$ cat config.mk
export PLATFORM = sky130hd
export DESIGN_NAME = mod_pow4_seq
export DESIGN_NICKNAME = d
export VERILOG_FILES = /design/src/rtl/mod_seq_pkg.sv /design/src/rtl/mod_quadrupler_reg.sv /design/src/rtl/mod_pow4_seq.sv
export SDC_FILE = /design/constraint.sdc
export NUM_CORES = 1
export LEC_CHECK = 0
export ABC_AREA = 1
export CORE_MARGIN = 2
export CORE_UTILIZATION = 55
export CTS_CLUSTER_SIZE = 14
export DETAILED_ROUTE_END_ITERATION = 12
export HOLD_SLACK_MARGIN = 0.1
export PLACE_DENSITY_LB_ADDON = 0.15
export SLEW_MARGIN = 40
export SYNTH_ARGS = -nofsm -noshare
export SYNTH_HDL_FRONTEND = slang
export SYNTH_SLANG_ARGS = --single-unit
$ cat constraint.sdc
create_clock -name iClk -period 6.7 [get_ports iClk]
set_clock_uncertainty 0.1 [all_clocks]
set_input_delay 1.005 -clock iClk [delete_from_list [all_inputs] [get_ports iClk]]
set_output_delay 1.005 -clock iClk [all_outputs]
set_load 0.05 [all_outputs]
$ cat src/rtl/mod_seq_pkg.sv
`default_nettype none
// ============================================================================
// Module   : mod_seq_pkg
// Purpose  : Shared types and reference arithmetic for the modular sequencers.
// Revision : 1.0 - initial release
// ============================================================================
package mod_seq_pkg;

    localparam int c_BITWIDTH = 32;
    localparam int c_INTER_W  = c_BITWIDTH + 2;

    typedef enum logic [1:0] {
        ST_IDLE   = 2'd0,
        ST_REDUCE = 2'd1,
        ST_RUN    = 2'd2,
        ST_DONE   = 2'd3
    } state_t;

    // Reference 4*x mod m; a modulus of 0 or 1 yields 0.
    function automatic logic [c_BITWIDTH-1:0] modQuad(
        input logic [c_BITWIDTH-1:0] x,
        input logic [c_BITWIDTH-1:0] m
    );
        logic [c_INTER_W-1:0] prod;
        logic [c_INTER_W-1:0] res;
        prod = {x, 2'b00};
        if (m[c_BITWIDTH-1:1] == '0) res = '0;
        else                         res = prod % {2'b00, m};
        return res[c_BITWIDTH-1:0];
    endfunction

endpackage
`default_nettype wire

$ cat src/rtl/mod_quadrupler_reg.sv
`default_nettype none
// ============================================================================
// Module   : mod_quadrupler_reg
// Purpose  : Registered 4*x mod m for x < m, one-cycle latency.
// Revision : 1.0 - initial release
// ============================================================================
module mod_quadrupler_reg #(
    parameter int BITWIDTH = 32
) (
    input  logic                iClk,
    input  logic                iRstN,
    input  logic                iEn,
    input  logic                iClr,
    input  logic [BITWIDTH-1:0] iData,
    input  logic [BITWIDTH-1:0] iMod,
    output logic [BITWIDTH-1:0] oData
);

    localparam int INTW = BITWIDTH + 2;

    logic [INTW-1:0]     w_prod;
    logic [INTW-1:0]     w_mod1;
    logic [INTW-1:0]     w_mod2;
    logic [INTW-1:0]     w_sub1;
    logic [INTW-1:0]     w_sub2;
    logic                w_degenerate;
    logic [BITWIDTH-1:0] w_next;
    logic [BITWIDTH-1:0] r_data;

    // With x < m the product is below 4m, so two conditional subtractions
    // (2m then m) fully reduce it without a divider.
    always_comb begin
        w_prod       = {iData, 2'b00};
        w_mod1       = {2'b00, iMod};
        w_mod2       = {1'b0, iMod, 1'b0};
        w_sub1       = (w_prod >= w_mod2) ? (w_prod - w_mod2) : w_prod;
        w_sub2       = (w_sub1 >= w_mod1) ? (w_sub1 - w_mod1) : w_sub1;
        w_degenerate = (iMod[BITWIDTH-1:1] == '0);
        w_next       = w_degenerate ? '0 : BITWIDTH'(w_sub2);
    end

    always_ff @(posedge iClk or negedge iRstN) begin
        if (!iRstN) begin
            r_data <= '0;
        end else if (iClr) begin
            r_data <= '0;
        end else if (iEn) begin
            r_data <= w_next;
        end
    end

    assign oData = r_data;

endmodule
`default_nettype wire

$ cat src/rtl/mod_pow4_seq.sv
`default_nettype none
// ============================================================================
// Module   : mod_pow4_seq
// Purpose  : Computes (x * 4^k) mod m by cycling a registered quadrupler.
//            Optional pre-reduction of x: MOD_POW4_SEQ_PRE_REDUCE_EN.
// Revision : 1.0 - initial release
// ============================================================================
module mod_pow4_seq
    import mod_seq_pkg::*;
#(
    parameter int BITWIDTH = 32,
    parameter int EXPW     = 8
) (
    input  logic                iClk,
    input  logic                iRstN,
    input  logic                iEn,
    input  logic                iClr,
    input  logic                iValid,
    output logic                oReady,
    input  logic [BITWIDTH-1:0] iData,
    input  logic [BITWIDTH-1:0] iMod,
    input  logic [EXPW-1:0]     iExp,
    output logic                oValid,
    input  logic                iReady,
    output logic [BITWIDTH-1:0] oData
);

    state_t              r_state;
    state_t              w_nextState;
    logic [BITWIDTH-1:0] r_acc;
    logic [BITWIDTH-1:0] r_mod;
    logic [EXPW-1:0]     r_k;
    logic [EXPW-1:0]     r_cnt;
    logic                r_oValid;
    logic [EXPW:0]       w_cntInc;
    logic                w_lastStep;
    logic [BITWIDTH-1:0] w_quadIn;
    logic [BITWIDTH-1:0] w_quadOut;
`ifdef MOD_POW4_SEQ_PRE_REDUCE_EN
    logic [BITWIDTH-1:0] w_reduced;
    assign w_reduced = (r_mod[BITWIDTH-1:1] == '0) ? '0 : (r_acc % r_mod);
`endif

    assign w_cntInc   = {1'b0, r_cnt} + {{EXPW{1'b0}}, 1'b1};
    assign w_lastStep = (w_cntInc == {1'b0, r_k});
    // First step seeds the quadrupler from the accumulator; later steps chain
    // its own registered output so one step completes per cycle.
    assign w_quadIn   = (r_cnt == '0) ? r_acc : w_quadOut;

    mod_quadrupler_reg #(
        .BITWIDTH (BITWIDTH)
    ) u_quad (
        .iClk  (iClk),
        .iRstN (iRstN),
        .iEn   (iEn),
        .iClr  (iClr),
        .iData (w_quadIn),
        .iMod  (r_mod),
        .oData (w_quadOut)
    );

    always_ff @(posedge iClk or negedge iRstN) begin
        if (!iRstN) r_state <= ST_IDLE;
        else        r_state <= w_nextState;
    end

    always_comb begin
        w_nextState = r_state;
        if (iClr) begin
            w_nextState = ST_IDLE;
        end else if (iEn) begin
            case (r_state)
                ST_IDLE: begin
                    if (iValid) begin
`ifdef MOD_POW4_SEQ_PRE_REDUCE_EN
                        w_nextState = ST_REDUCE;
`else
                        w_nextState = (iExp == '0) ? ST_DONE : ST_RUN;
`endif
                    end
                end
`ifdef MOD_POW4_SEQ_PRE_REDUCE_EN
                ST_REDUCE: w_nextState = (r_k == '0) ? ST_DONE : ST_RUN;
`endif
                ST_RUN:  if (w_lastStep) w_nextState = ST_DONE;
                ST_DONE: if (r_oValid && iReady) w_nextState = ST_IDLE;
                default: w_nextState = ST_IDLE;
            endcase
        end
    end

    always_ff @(posedge iClk or negedge iRstN) begin
        if (!iRstN) begin
            r_acc    <= '0;
            r_mod    <= '0;
            r_k      <= '0;
            r_cnt    <= '0;
            r_oValid <= 1'b0;
        end else if (iClr) begin
            r_acc    <= '0;
            r_cnt    <= '0;
            r_oValid <= 1'b0;
        end else if (iEn) begin
            case (r_state)
                ST_IDLE: begin
                    if (iValid) begin
                        r_acc <= iData;
                        r_mod <= iMod;
                        r_k   <= iExp;
                        r_cnt <= '0;
                    end
                end
`ifdef MOD_POW4_SEQ_PRE_REDUCE_EN
                ST_REDUCE: r_acc <= w_reduced;
`endif
                ST_RUN: r_cnt <= w_cntInc[EXPW-1:0];
                ST_DONE: begin
                    // First DONE cycle captures the final quadrupler value.
                    if (!r_oValid) begin
                        r_oValid <= 1'b1;
                        if (r_k != '0) r_acc <= w_quadOut;
                    end else if (iReady) begin
                        r_oValid <= 1'b0;
                    end
                end
                default: ;
            endcase
        end
    end

    assign oReady = (r_state == ST_IDLE);
    assign oValid = r_oValid;
    assign oData  = r_acc;

endmodule
`default_nettype wire

# Word-level counts from Yosys, hierarchy flattened
# Cells that the tools add are included.
# Widths: inputs -> output; s select.
[word_totals] input_bits=78 elab_cells=64 regBits=115
[classes] n_mux=28 n_eq_ne=8 bitwise=1 n_lt_le_gt_ge=2 add_sub_neg=3 reduce_logical=15
[op_table] operator="$mux 32" n=10
[op_table] operator="$pmux 32 s2" n=1
[op_table] operator="$ge 34x32->1" n=1
[op_table] operator="$ge 34x33->1" n=1
[op_table] operator="$mux 34" n=1
[op_table] operator="$sub 34x33->34" n=1
[op_table] operator="$sub 32x32->32" n=1
[op_table] operator="$logic_not 31->1" n=1
[op_table] operator="$mux 8" n=3
[op_table] operator="$logic_not 8->1" n=2
[op_table] operator="$pmux 8 s2" n=1
[op_table] operator="$ne 3x3->1 const B" n=5
[op_table] operator="$mux 2" n=5
[op_table] operator="$add 8x1->9 const B" n=1
[op_table] operator="$eq 9x8->1" n=1
[op_table] operator="$reduce_and 4->1" n=2
[op_table] operator="$reduce_bool 8->1" n=1
[op_table] operator="$mux 1" n=6
[op_table] operator="$pmux 2 s3" n=1
[op_table] operator="$reduce_bool 3->1" n=2
[op_table] operator="$reduce_and 5->1" n=1
[op_table] operator="$eq 2x2->1 const B" n=2
[op_table] operator="$reduce_bool 2->1" n=2
[op_table] operator="$reduce_and 3->1" n=1
[op_table] operator="other kinds (4)" n=4

# Longest topological paths before layout
[logic_depth] word_depth=9 mapped_depth=38 depth_no_buf=36

# Modules after synthesis
# Synthesis repeated with hierarchy kept, for this count alone.
[unflattened] cells_unflattened=1812 area_unflattened_um2=11588.6
[modules_own_cells] mod="mod_quadrupler_reg" area_per_inst_um2=7171.9 cells_each=1332 instances=1
[modules_own_cells] mod="mod_pow4_seq" area_per_inst_um2=4416.7 cells_each=480 instances=1

# Worst setup path before layout
# Ideal clock, no wire load.
[synth_path] path_kind="register to register" from="register r_cnt[0]" to="register u_quad.r_data[28], in the netlist u_quad.oData[28]" path_stages_with_launch=34 required_time_ns=6.482 synth_period_minus_slack_ns=4.752 slack_ns=1.948 arrival_ns=4.534 setup_ns=0.118 cell_sequence="dfrtp_1 -> inv_1 -> ha_1 -> nor3b_2 -> nand2_1 -> clkbuf_1 -> o21ai_0 -> ha_1 -> ha_1 -> nand2_1 -> nand3b_1 -> nor2_1 -> nand2_1 -> nand3_1 -> a21oi_2 -> nand2_2 -> buf_2 -> o21ai_1 -> inv_1 -> ha_1 -> nand2_1 -> o21ai_2 -> nand2_1 -> nand2_1 -> nand2_1 -> nand2_1 -> nand2_1 -> a21oi_2 -> nor2_4 -> nand2_2 -> buf_4 -> nand2_1 -> nand3_1 -> nand2_1"
[synth_via] elab_chain_cells=9
[synth_rtl] element="from (decl)" line_no="mod_pow4_seq.sv:33" source="logic [EXPW-1:0] r_cnt;"
[synth_rtl] element="from (signal assigned)" line_no="mod_pow4_seq.sv:116" source="ST_RUN: r_cnt <= w_cntInc[EXPW-1:0];"
[synth_rtl] element="$logic_not 8->1 *" line_no="mod_pow4_seq.sv:48" source="assign w_quadIn = (r_cnt == '0) ? r_acc : w_quadOut;"
[synth_rtl] element="$mux 32 *" line_no="mod_pow4_seq.sv:48"
[synth_rtl] element="$sub 34x33->34 or $ge 34x33->1 (tied branches)" line_no="mod_quadrupler_reg.sv:36" source="w_sub1 = (w_prod >= w_mod2) ? (w_prod - w_mod2) : w_prod;"
[synth_rtl] element="$mux 34 *" line_no="mod_quadrupler_reg.sv:36"
[synth_rtl] element="$sub 32x32->32 or $ge 34x32->1 (tied branches)" line_no="mod_quadrupler_reg.sv:37" source="w_sub2 = (w_sub1 >= w_mod1) ? (w_sub1 - w_mod1) : w_sub1;"
[synth_rtl] element="$mux 32 *" line_no="mod_quadrupler_reg.sv:37"
[synth_rtl] element="$mux 32 *" line_no="mod_quadrupler_reg.sv:39" source="w_next = w_degenerate ? '0 : BITWIDTH'(w_sub2);"
[synth_rtl] element="$mux 32 *" line_no="mod_quadrupler_reg.sv:47" source="end else if (iEn) begin"
[synth_rtl] element="$mux 32 *" line_no="mod_quadrupler_reg.sv:45" source="end else if (iClr) begin"
[synth_rtl] element="to (signal assigned)" line_no="mod_quadrupler_reg.sv:48" source="r_data <= w_next;"
[synth_rtl] element="to (decl)" line_no="mod_quadrupler_reg.sv:28" source="logic [BITWIDTH-1:0] r_data;"
# Mark *: on every way between the ends. The rest lies on a longest branch, timed or not. The select of a mux whose other input is x is not followed.
# A chain may end at the register's enable or synchronous reset.

# Final worst setup path
[layout_path] from="register r_cnt[0]" to="register u_quad.r_data[23], in the netlist u_quad.oData[23]"
# Same word-level chain as after synthesis.

==> summary.md <==
| Metric | Value |
|---|---|
| Status | `finished clean` |
| DRC | `0` |
| Post-synth cell types | `45` |
| Antenna Violating Nets Remaining | `0` |
| Die W | `between 100 and 150 um` |
| Period utilization | `94.2%` |
| Worst-path clk slew | `about 0.06 ns` |
| Antenna cell count | `0` |
| Data arrival time of the worst path | `6.52 ns` |
| Most frequent cells in the layout | `nand2_1 (510), inv_1 (255), nor2_1 (161), nand3_1 (134), a21oi_1 (126)` |
| Core Footprint | `19300 sq um` |
| Sequential cell area fraction in the yosys report | `26.9%` |
| Number of buffers created by CTS | `17` |
| Hold Crit Class | `register to register` |
| Pin slew with the least headroom to its limit | `about 0.8 ns` |
| Most frequent CP cell | `nand2_1` |
| Setup_tns | `0 ns` |
| Worst setup path category | `register to register` |
| Routed wire length | `39200 um` |
| Flop-to-flop setup slack | `just under 0.4 ns` |
| First-pass GRT wire length | `about 60000 um` |
| TritonCTS clock tree | `built` |
| DR iter-0 viols | `1415` |
| Slowest-stage cell, CP | `o21ai_0` |
| Port Buffers | `111` |
| Final setup viols | `0` |
| Syn avg cell area | `6.28 sq um` |
| Synth Net Count | `1850` |
| Vias per Instance | `5.83` |
| DR vias | `12100` |
| Vias in the first global route | `11000` |
| Total GRT Usage | `38.6%` |
| Min-Delay Path Depth | `2` |
| FF+latch count, synth | `115` |
| Cell Area, Placed | `roughly 12000 sq um` |
| Fmax | `between 0.15 and 0.2 GHz` |
| Mapped Cells | `1706` |
| Area added between synthesis and finish | `18.2%` |
| Die Ht | `144 um` |
| WL/cell | `18.9 um` |
| RSZ-0062 raised after global routing | `false` |
| Slew margin rel. | `44.6%` |
| Commonest non-fill, non-tap cell in the layout | `nand2_1` |
| Clock Tree Root | `clkbuf_16` |
| Final Hold Fails | `0` |
| Antenna violations before repair | `0` |
| Post-synth EDFFs | `0` |
| CP Launch Type | `register` |
| Worst Setup End Kind | `register` |
| CTS Sinks | `115` |
| Async SR Flop Fraction | `100%` |
| First-pass DRT Iterations | `8` |
| Worst skew pair latency | `0.43 ns` |
| Pins Over Slew Limit | `0` |
| Synthesized area | `10700 sq um` |
| Boundary pin count | `112` |
| Grt ovf | `0` |
| Nets | `around 1900` |
| Synthesis warning total | `0` |
| Slowest stage delay, CP | `0.69 ns` |
| H-tree level count | `4` |
| Largest net degree at the start of global routing | `approximately 70` |
| Die area | `20600 sq um` |
| Final Critical Period | `6.31 ns` |
| Filler instances | `1786` |
| Initial core utilization | `55.6%` |
| CTS max path bufs | `2` |
| Row cnt | `51` |
| GPL Wtd Cong | `1.05` |
| Data required time at the worst endpoint | `6.91 ns` |
| Dominant synthesized flop cell | `dfrtp_1` |
| Finished Cell Area | `roughly 13000 sq um` |
| CP Max Fanout | `34` |
| DP HPWL | `between 30000 and 40000 um` |
| Reg2reg path depth | `30` |
| Ratio of cells with drive above 1 in the final layout | `4.64%` |
| Max Cap Violations | `0` |
## timing repair
action	in CTS	in global routing
hold buffers	0	0
setup buffers	0	0
endpoints found under the setup margin	0	32
gates resized for setup	0	8
## through the flow
stage               cells  util (%)  worst slack [ns]  hold slack [ns]
floorplan            1706         -              1.95            0.349
global route         2074      65.7            0.0365            0.456
finish               2074      65.7             0.389            0.411
global placement     2041      62.3             0.405            0.403
CTS                  2073      65.5             0.278            0.417
detailed placement   2041      62.4             0.318            0.397
## worst max-delay path, delay by kind of cell, from the launching register on
kind / cells / cell delay, ns
flops: 1 / 0.42
xor+xnor: 1 / 0.38
simple gates: 17 / 2.23
buf+inv: 4 / 0.70
compound gates: 5 / 1.52
fa+ha+maj: 3 / 0.83
## per-layer routing
layer / wire length (um) / global-route usage [%] / up-vias / share of wire (%)
met3: 4480 / 10.5 / 78 / 11
met4: 1150 / 12.4 / 0 / 2.9
met1: 17200 / 56.1 / 5599 / 44
met2: 16400 / 55.6 / 679 / 42
li1: - / - / 5728 / -
met5: 0 / 0 / - / 0
## state kept, by name (all words and copies together) (netlist names)
signal	cells
r_cnt	8
oValid	1
r_mod	32
r_state	2
r_k	8
oData	32
u_quad.oData	32
## Yosys cell counts (5+ instances only)
cell type	instances	area share, %
nand2_1	511	18
inv_1	257	9.0
nor2_1	163	5.7
nand3_1	135	6.3
a21oi_1	126	5.9
dfrtp_1	115	27
ha_1	65	7.6
o21ai_0	59	2.8
clkbuf_1	34	1.2
xnor2_1	32	2.6
a32oi_1	30	2.5
nand4_1	22	1.3
o21ai_1	19	0.89
xor2_1	16	1.3
nor3_1	15	0.70
nor4_1	13	0.76
o21bai_1	10	0.70
buf_2	9	0.42
nand3_2	8	0.75
mux2_2	6	0.63
o22ai_1	6	0.35
a31oi_1	5	0.29
nand3b_1	5	0.35
## cell type report
class / count / area (sq um) / share of cell area (%)
multi-input cells: 1276 / 6630 / 52.4
flip-flops and latches: 115 / 2880 / 22.7
repair buffers: 125 / 1240 / 9.80
inverters: 261 / 983 / 7.77
clock buffers: 17 / 425 / 3.36
well taps: 265 / 332 / 2.62
clock inverters: 15 / 169 / 1.33
## final timing paths
check                                 startpoint          endpoint
worst max-delay path                    r_cnt[0]  u_quad.oData[23]
worst min register to register  u_quad.oData[27]  u_quad.oData[27]
worst max register to register          r_cnt[0]  u_quad.oData[23]
max in group asynchronous                  iRstN         r_mod[20]
min in group asynchronous                  iRstN          r_cnt[7]
worst min-delay path            u_quad.oData[27]  u_quad.oData[27]
## logic make-up after synthesis
family	Yosys count	share of synthesized area, %
DFF	115	26.9
xor gates and xnor gates	48	3.93
AOI/OAI and AO/OA	273	14.7
muxes	6	0.631
and+or+nand+nor	883	34.6
buffers and inverters	315	11.6
adders and majority gates	66	7.78
Power is left out: the tool's default activity adds up to more than one toggle a clock period on the data nets, which glitch-free logic cannot reach.
